File: src/rtl/mem_bridge8_pkg.sv
// Shared definitions for the byte-serialising core memory bridge:
// FSM state encoding, write-size codes and the size-to-byte-count mapping.
package mem_bridge8_pkg;

    typedef enum logic [1:0] {
        ST_IDLE = 2'd0,
        ST_RD   = 2'd1,
        ST_WR   = 2'd2,
        ST_DONE = 2'd3
    } state_t;

    localparam logic [1:0] SZ_BYTE = 2'b00;
    localparam logic [1:0] SZ_HALF = 2'b01;
    localparam logic [1:0] SZ_WORD = 2'b10;
    localparam logic [1:0] SZ_RSVD = 2'b11;

    // Number of RAM bytes touched by a store of the given size; the
    // reserved code touches none.
    function automatic logic [2:0] size_bytes(input logic [1:0] sz);
        case (sz)
            SZ_BYTE: size_bytes = 3'd1;
            SZ_HALF: size_bytes = 3'd2;
            SZ_WORD: size_bytes = 3'd4;
            default: size_bytes = 3'd0;
        endcase
    endfunction

endpackage

File: src/rtl/mem_bridge8.sv
// Memory responder for the core bus: serialises each load/store into byte
// cycles on a synchronous byte RAM and releases the core with a one-cycle
// ce pulse when the access completes. All RAM-side outputs are registered.
module mem_bridge8
    import mem_bridge8_pkg::*;
#(
    parameter int ADDR_W = 10
) (
    input  logic              clock,
    input  logic              reset,
    input  logic [31:0]       a,
    input  logic [31:0]       o,
    input  logic              w,
    input  logic [1:0]        ws,
    output logic [31:0]       i,
    output logic              ce,
    output logic [ADDR_W-1:0] ma,
    output logic [7:0]        md_out,
    output logic              mwe,
    input  logic [7:0]        md_in
);

    localparam logic [ADDR_W-1:0] ADDR_ONE = {{(ADDR_W-1){1'b0}}, 1'b1};

    state_t            state, state_n;
    logic [2:0]        cnt, cnt_n, nxt;
    logic [ADDR_W-1:0] ma_n;
    logic [7:0]        md_out_n;
    logic              mwe_n, ce_n;
    logic [31:0]       i_n;
    logic [23:0]       lanes, lanes_n;
    logic [31:0]       o_q, o_n;
    logic [1:0]        ws_q, ws_n;

    // Next-state and next-output logic for the access sequencer.
    always_comb begin
        state_n  = state;
        cnt_n    = cnt;
        ma_n     = ma;
        md_out_n = md_out;
        mwe_n    = mwe;
        ce_n     = 1'b0;
        i_n      = i;
        lanes_n  = lanes;
        o_n      = o_q;
        ws_n     = ws_q;
        nxt      = cnt + 3'd1;

        case (state)
            ST_IDLE: begin
                cnt_n = 3'd0;
                ma_n  = ADDR_W'(a);
                o_n   = o;
                ws_n  = ws;
                if (w) begin
                    // A reserved size takes one dummy WR beat with the write
                    // enable held low, so it releases the core on the same
                    // cycle as a byte store without touching the RAM.
                    state_n = ST_WR;
                    if (ws != SZ_RSVD) begin
                        mwe_n    = 1'b1;
                        md_out_n = o[7:0];
                    end else begin
                        mwe_n = 1'b0;
                    end
                end else begin
                    state_n = ST_RD;
                    mwe_n   = 1'b0;
                end
            end
            ST_WR: begin
                cnt_n = nxt;
                if (nxt < size_bytes(ws_q)) begin
                    ma_n     = ma + ADDR_ONE;
                    md_out_n = o_q[{nxt[1:0], 3'b000} +: 8];
                end else begin
                    mwe_n   = 1'b0;
                    ce_n    = 1'b1;
                    state_n = ST_DONE;
                end
            end
            ST_RD: begin
                // Address runs two edges ahead of the returning RAM byte.
                cnt_n = nxt;
                if (cnt < 3'd3) begin
                    ma_n = ma + ADDR_ONE;
                end
                case (cnt)
                    3'd1: lanes_n[7:0]   = md_in;
                    3'd2: lanes_n[15:8]  = md_in;
                    3'd3: lanes_n[23:16] = md_in;
                    3'd4: begin
                        i_n     = {md_in, lanes};
                        ce_n    = 1'b1;
                        state_n = ST_DONE;
                    end
                    default: ;
                endcase
            end
            ST_DONE: begin
                state_n = ST_IDLE;
            end
            default: begin
                state_n = ST_IDLE;
            end
        endcase
    end

    // Control and core/RAM-facing registers, cleared by synchronous reset.
    always_ff @(posedge clock) begin
        if (reset) begin
            state  <= ST_IDLE;
            cnt    <= 3'd0;
            ma     <= '0;
            md_out <= 8'd0;
            mwe    <= 1'b0;
            ce     <= 1'b0;
            i      <= 32'd0;
        end else begin
            state  <= state_n;
            cnt    <= cnt_n;
            ma     <= ma_n;
            md_out <= md_out_n;
            mwe    <= mwe_n;
            ce     <= ce_n;
            i      <= i_n;
        end
    end

    // Latched request and partial read word; only meaningful mid-access.
    always_ff @(posedge clock) begin
        o_q   <= o_n;
        ws_q  <= ws_n;
        lanes <= lanes_n;
    end

endmodule

File: config.mk
export PLATFORM = sky130hd
export DESIGN_NAME = mem_bridge8
export DESIGN_NICKNAME = d
export VERILOG_FILES = /design/src/rtl/mem_bridge8_pkg.sv /design/src/rtl/mem_bridge8.sv
export SDC_FILE = /design/constraint.sdc
export NUM_CORES = 1
export LEC_CHECK = 0
export BUFFER_PORTS_ARGS = -buffer_cell sky130_fd_sc_hd__buf_2
export CAP_MARGIN = 40
export CORE_MARGIN = 2
export CORE_UTILIZATION = 52
export DETAILED_ROUTE_END_ITERATION = 10
export GPL_TIMING_DRIVEN = 0
export MAX_ROUTING_LAYER = met4
export PLACE_DENSITY_LB_ADDON = 0.25
export RECOVER_POWER = 50
export SLEW_MARGIN = 20
export SYNTH_ARGS = -nofsm -noshare
export SYNTH_HDL_FRONTEND = slang
export SYNTH_SLANG_ARGS = --single-unit
File: constraint.sdc
create_clock -name clock -period 3.64 [get_ports clock]
set_clock_uncertainty 0.15 [all_clocks]
set_input_delay 0.182 -clock clock [delete_from_list [all_inputs] [get_ports clock]]
set_output_delay 0.182 -clock clock [all_outputs]
set_load 0.01 [all_outputs]
* Word level (Yosys, flattened, before mapping) *
Cells that the tools add are included.

operators by class
  $add $sub $neg = 2
  $mul = 0
  div/mod/pow operators = 0
  order comparisons = 2
  eq/ne operators = 16
  shift-type cells = 1
  muxes and demuxes = 21
  bitwise gates (word level) = 0
  reductions and logical operators = 14

operators by type and width
  cell                     count
  $shiftx A32 B6 Y8        1
  $pmux W10 S3             1
  $mux W8                  3
  $mux W10                 2
  $pmux W8 S2              1
  $ne A2 B2 Y1 const B     6
  $reduce_and A2 Y1        6
  $add A10 B1 Y10 const B  1
  $pmux W3 S3              1
  $pmux W2 S4              1
  $eq A2 B2 Y1 const B     3
  $eq A3 B2 Y1 const B     2
  $mux W2                  3
  $pmux W3 S2              1
  $mux W1                  5
  $eq A2 B1 Y1 const B     2
  $logic_not A2 Y1         2
  $pmux W1 S2              2
  $reduce_and A4 Y1        1
  $reduce_bool A2 Y1       2
  $add A3 B1 Y3 const B    1
  $eq A3 B1 Y1 const B     1
  $eq A3 B3 Y1 const B     1
  $lt A3 B2 Y1 const B     1
  6 further kinds          6

word-level totals
  bits in registers = 115
  latch bits = 0
  RAM bits = 0
  ROM bits = 0
  input bits = 77
  output and inout bits = 52
  logic and storage cells = 68
  memories = 0

* Depth between registers and ports, before layout *
  word-level depth = 6
  gate-level depth with buffers = 9
  depth with buffers taken out = 8

* Least setup slack after synthesis *
Ideal clock, no wire load.

  kind = register to register
  from = reg state[0]
  to = reg md_out[0]
  setup time = 95 ps
  arrival = 2,368 ps
  required time = 3,395 ps
  setup slack = 1,027 ps
  stages on the path, launching flop included = 8
  buffers on the path = 1
  period minus slack after synthesis = 2,613 ps
  path through = dfxtp_1 -> inv_1 -> ha_1 -> nand2_1 -> a21oi_1 -> o21bai_4 -> buf_6 -> a221oi_1

on the way
  longest elaborated chain between the ends = 3
  elaborated cells between the ends (all ways) = 8
  classes of those cells = eq/ne (4); mux (1); reduce/logical (3)

RTL lines
  what                                                                 RTL line            RTL
  start, declared                                                      mem_bridge8.sv:25   state_t state, state_n;
  start signal, assigned                                               mem_bridge8.sv:120  state <= state_n;
  $eq A2 B2 Y1 or $logic_not A2 Y1 (tied branches)                     mem_bridge8.sv:49   case (state)
  $ne A2 B2 Y1 (no source line) or $reduce_bool A2 Y1 (tied branches)  n/a
  $reduce_and A4 Y1 (no source line)                                   n/a
  end signal, assigned                                                 mem_bridge8.sv:123  md_out <= md_out_n;
  end, declared                                                        mem_bridge8.sv:18   output logic [7:0] md_out,

Parallel ways exist; a longest one is shown, timed or not.
A chain may end at the register's enable or synchronous reset.

* Final worst setup path *
  from = reg cnt[0]
  to = reg ma[1]

on the way
  longest elaborated chain between the ends = 4
  elaborated cells between the ends (all ways) = 6
  classes of those cells = add/sub (1); order compare (2); eq/ne (2); reduce/logical (1)

RTL lines
  what                                  RTL line            RTL
  start, declared                       mem_bridge8.sv:26   logic [2:0] cnt, cnt_n, nxt;
  start signal, assigned                mem_bridge8.sv:121  cnt <= cnt_n;
  $add A3 B1 Y3                         mem_bridge8.sv:47   nxt = cnt + 3'd1;
  $lt A3 B3 Y1                          mem_bridge8.sv:73   if (nxt < size_bytes(ws_q)) begin
  $ne A2 B2 Y1 (no source line)         n/a
  $reduce_and A3 Y1 (no source line) *  n/a
  end signal, assigned                  mem_bridge8.sv:122  ma <= ma_n;
  end, declared                         mem_bridge8.sv:17   output logic [ADDR_W-1:0] ma,

Mark *: on every way between the ends. The rest lies on a longest branch, timed or not.

==> results.md <==
- The flow ran to the end, and the final reports show no timing, DRC or antenna violations.
- The cell type of the slowest stage on the worst timing path is sky130_fd_sc_hd__o41a_1.
- Setup repair after global routing left no endpoint under its margin.
- Of the total power, the share spent switching nets is 31.5%.
- The required time at the endpoint of the critical path is 3.93 ns.
- The max-slew violation count is 0.
- The commonest cells after synthesis are sky130_fd_sc_hd__nand2_1, sky130_fd_sc_hd__edfxtp_1, sky130_fd_sc_hd__dfxtp_1.
- For the worst-skew pair, the clock arrives at the later sink with an insertion delay of 0.51 ns.
- The TritonCTS clock tree is yes.
- Static timing analysis puts the maximum clock frequency at 358 MHz.
- The sequential share of power is 38.6%.
- Sequential cells were found to cover 63.5% of the synthesized design area.
- The top flip-flop cell by instance count after synthesis is sky130_fd_sc_hd__edfxtp_1.
- Cells with a size suffix above 1 make up 15.0% of the layout.
- The total die area is 9500 um^2.
- STA classifies the critical path startpoint as a register.
- The number of detailed-route iterations in the first pass is 4.
- Once detail routing completed, the nets flagged for antenna violations numbered 0.
- The number of resized instances in the post-cts repair step is 0.
- The net switching power figure is 1530 uW.
- Entering global routing, the biggest net connects 24 pins.
- The HPWL after detailed placement is 6.80 mm.
- In this run, synthesis inferred 58 flip-flops with an integrated enable.
- 0 antenna diodes ended up in the layout.
- After detailed routing, the average wire length per cell comes to 16.0 um.
- The total standard cell area after synthesis is 4540 um^2.
- The overall routed net length is 11.1 mm.
- The total area inside the core boundary comes to 8590 um^2.
- Final hold analysis gives a worst-case slack of 0.221 ns.
- The number of buffers created by CTS is 17.
- The cell type with the highest aggregate area in the netlist is sky130_fd_sc_hd__edfxtp_1.
- The total track usage is 25.0%.
- The slack of the critical path is 0.846 ns.
- The die boundary height is 97.5 um.
- When the netlist entered floorplanning its net count stood at 480.
- The worst setup path category is reg2reg.
- The final critical path takes up 76.8% of the cycle.
- STA puts the critical path data arrival time at 3.08 ns.
- Setup violations remaining at the end of the flow were counted as 0.
- CTS built an H-tree with a depth of 4.
- The fill cell instance count of the final layout is 627.
- The total of max-cap violations is 0.
- In this run the deepest clock path goes through 2 buffers.
- The proportion of synthesized flip-flops having asynchronous set or reset is 0%.
- The final hold violation count is 0.
- Summing all non-filler instances in the final layout gives an area of 6280 um^2.
- The synthesis-to-finish area growth is 38.2%.
- Of the total power, the clock network draws 33.1%.
- The sequential cell area is 2880 um^2.
- For this run, design rule violations remaining after detail routing come to 0.
- The type of the tightest min-delay check is in2reg.
- The post-placement setup slack is 0.859 ns.
- For the final routed database, the setup TNS stands at 0 ns.
- The clock input transition at the sequential cells of the worst setup and hold paths is 0.06 ns.
- The post-synthesis compound-gate area fraction is 13.0%.
- After Yosys synthesis, XOR and XNOR cells account for 0.193% of the synthesized area.
- The count of boundary I/O pins is 129.
- The share of the core filled with cells in the final layout is 73.0%.
- The share of total power dissipated in combinational logic is 28.3%.
- The final critical delay including setup and external delays is 2.79 ns.
- Summed over all layers, the global routing overflow is 0.
- The initial utilization of the core area, before any placement, comes to 52.9%.
- Dividing total power by cell area gives a power density of 775 nW/um^2.
- The number of antenna violations at the first check in global routing came to 0.
- Counting every sink on the clock net gives 115.
- The count of buffers added on input and output ports is 106.
- After Yosys synthesis, full adders, half adders and majority gates account for 3.03% of the synthesized area.
- The via count of the first global-routing pass is 3,715.
- The actual slew at the worst max-slew pin is 0.856 ns.
- Of the total synthesized cell area, the portion taken by AND, OR, NAND and NOR gates is 12.1%.
- The gate count of the mapped netlist is 392.
- The cell row count is 34.
- The mean instance size in the synthesized netlist is 11.6 um^2.
- The area of the multi-input gates is 1500 um^2.
- After synthesis, the largest family of logic cells by area is compound AO/OA/AOI/OAI gates.
- The final weighted congestion in routability-driven placement is 0.802.
- Measured against the total synthesized area, the mux share comes to 4.85%.
- The final layout contains 660 nets.
- The flip-flop and latch count after synthesis is 115.
- The internal portion of total power is 3330 uW.
- By area the synthesized netlist is led by sky130_fd_sc_hd__edfxtp_1, sky130_fd_sc_hd__dfxtp_1, sky130_fd_sc_hd__nand2_1.
- The largest driver fanout on the critical path is 10.
- The via count is 3,664.
- The most common cell in the netlist is sky130_fd_sc_hd__nand2_1.
- The floorplan die width is 97.5 um.
- The number of DRC markers in iteration 0 is 219.
- The clock root buffer is sky130_fd_sc_hd__clkbuf_8.
- The worst-case IR drop observed on VDD is 0.000536 V.
- The via density per instance is 5.29.
- The number of distinct library cells after synthesis is 44.
- The portion of synthesized cell area occupied by the leading cell type is 38.3%.
- In this run the tightest slew margin relative to its limit is 43.0%.
- Traced cell by cell, the critical path runs through buf_2 > inv_1 > ha_1 > o41a_1 > a211oi_4 > buf_6 > nor2_1 > a211oi_2.
- In this run the static leakage power is 0.00231 uW.
- During synthesis, Yosys emitted a total of 0 warnings.
- The first global-routing pass estimated 17.9 mm of wire.
- The worst setup path is captured at a register.
- Summing all placed instances gives a cell area of 5240 um^2.
- For this run, the slowest stage of the critical path takes 0.51 ns.
==> metrics by stage <==
stage          total power [uW]  std cells
2_1_floorplan              2790        392
3_3_place_gp               3130        606
3_5_place_dp               3220        607
4_1_cts                    4880        693
5_1_grt                    5100        693
6_report                   4870        693
==> layout make-up <==
type | instances | share of cell area (%)
Clock inverter | 12 | 2.05
Inverter | 15 | 0.897
Buffer | 22 | 1.59
Sequential cell | 115 | 45.9
Timing Repair Buffer | 161 | 16.2
Clock buffer | 20 | 7.26
Multi-Input combinational cell | 240 | 24.0
Tap cell | 108 | 2.15
==> sequential cells by signal, summed over array words and instances, names as in the netlist <==
| name | count |
|---|---|
| ma | 10 |
| lanes | 24 |
| mwe | 1 |
| ce | 1 |
| md_out | 8 |
| o_q | 32 |
| i | 32 |
| ws_q | 2 |
| state | 2 |
| cnt | 3 |
==> path summary, 6_finish.rpt <==
path	slack (ns)	from	to	cells after the start
setup / recovery	0.85	cnt[0]	ma[1]	8
hold / removal	0.22	o[25]	o_q[25]	2
setup reg to reg	0.85	cnt[0]	ma[1]	8
hold reg to reg	0.30	i[23]	i[23]	2
==> timing repair <==
item,4_1_cts,5_1_grt
hold buffers,54,0
setup buffers,0,0
setup endpoints to repair,0,0
endpoints found under the hold margin,87,0
==> power by group through the flow <==
stage / logic [uW] / clock network [uW] / registers [uW]
final: 1380 / 1610 / 1880
after global routing: 1510 / 1690 / 1910
after CTS: 1390 / 1620 / 1870
after detailed placement: 1330 / 0 / 1890
after global placement: 1240 / 0 / 1890
after floorplan: 894 / 0 / 1900
==> placed cells by master (no fill, tap or decap), types with 2 or more instances in the layout <==
cell type and instances:
sky130_fd_sc_hd__a211oi_1 3, sky130_fd_sc_hd__a21oi_1 55, sky130_fd_sc_hd__a221oi_1 8, sky130_fd_sc_hd__and2_1 4
sky130_fd_sc_hd__and3_1 2, sky130_fd_sc_hd__and4_1 2, sky130_fd_sc_hd__buf_1 2, sky130_fd_sc_hd__buf_2 40
sky130_fd_sc_hd__buf_6 2, sky130_fd_sc_hd__bufinv_16 2, sky130_fd_sc_hd__clkbuf_1 83, sky130_fd_sc_hd__clkbuf_16 16
sky130_fd_sc_hd__clkbuf_8 4, sky130_fd_sc_hd__clkinv_2 3, sky130_fd_sc_hd__clkinvlp_4 6, sky130_fd_sc_hd__dfxtp_1 57
sky130_fd_sc_hd__dlygate4sd3_1 54, sky130_fd_sc_hd__edfxtp_1 58, sky130_fd_sc_hd__ha_1 11, sky130_fd_sc_hd__inv_1 15
sky130_fd_sc_hd__mux2i_1 4, sky130_fd_sc_hd__mux4_2 8, sky130_fd_sc_hd__nand2_1 76, sky130_fd_sc_hd__nand2b_1 12
sky130_fd_sc_hd__nand3_1 5, sky130_fd_sc_hd__nor2_1 10, sky130_fd_sc_hd__nor2b_1 4, sky130_fd_sc_hd__nor3_1 3
sky130_fd_sc_hd__o21a_1 2, sky130_fd_sc_hd__o21ai_0 11
==> worst max-delay path, delay by kind of cell (launching register included) <==
kind	cells	cell delay (ns)
compound gates	3	1.08
buf+inv	3	0.74
flops	1	0.38
fa+ha+maj	1	0.33
simple gates	1	0.06
==> per-layer routing <==
layer,GRT usage (%),part of all wire (%),wire [um],vias up
met5,-,0,0,-
met4,9.51,1.5,169,0
met3,5.61,4.6,514,17
met2,42.9,53,5860,111
met1,28.7,41,4580,1761
li1,-,-,-,1775
==> cells by family (layout without fill, tap and decap cells) <==
logic type               Yosys count  count (layout)
AO/OA/AOI/OAI                     94              94
XOR/XNOR                           1               1
adder cells (fa/ha/maj)           11              11
buffers and inverters             37             230
flip-flops                       115             115
multiplexers                      12              12
AND/OR/NAND/NOR                  122             122
No activity file was read; power rests on OpenSTA's default activity.
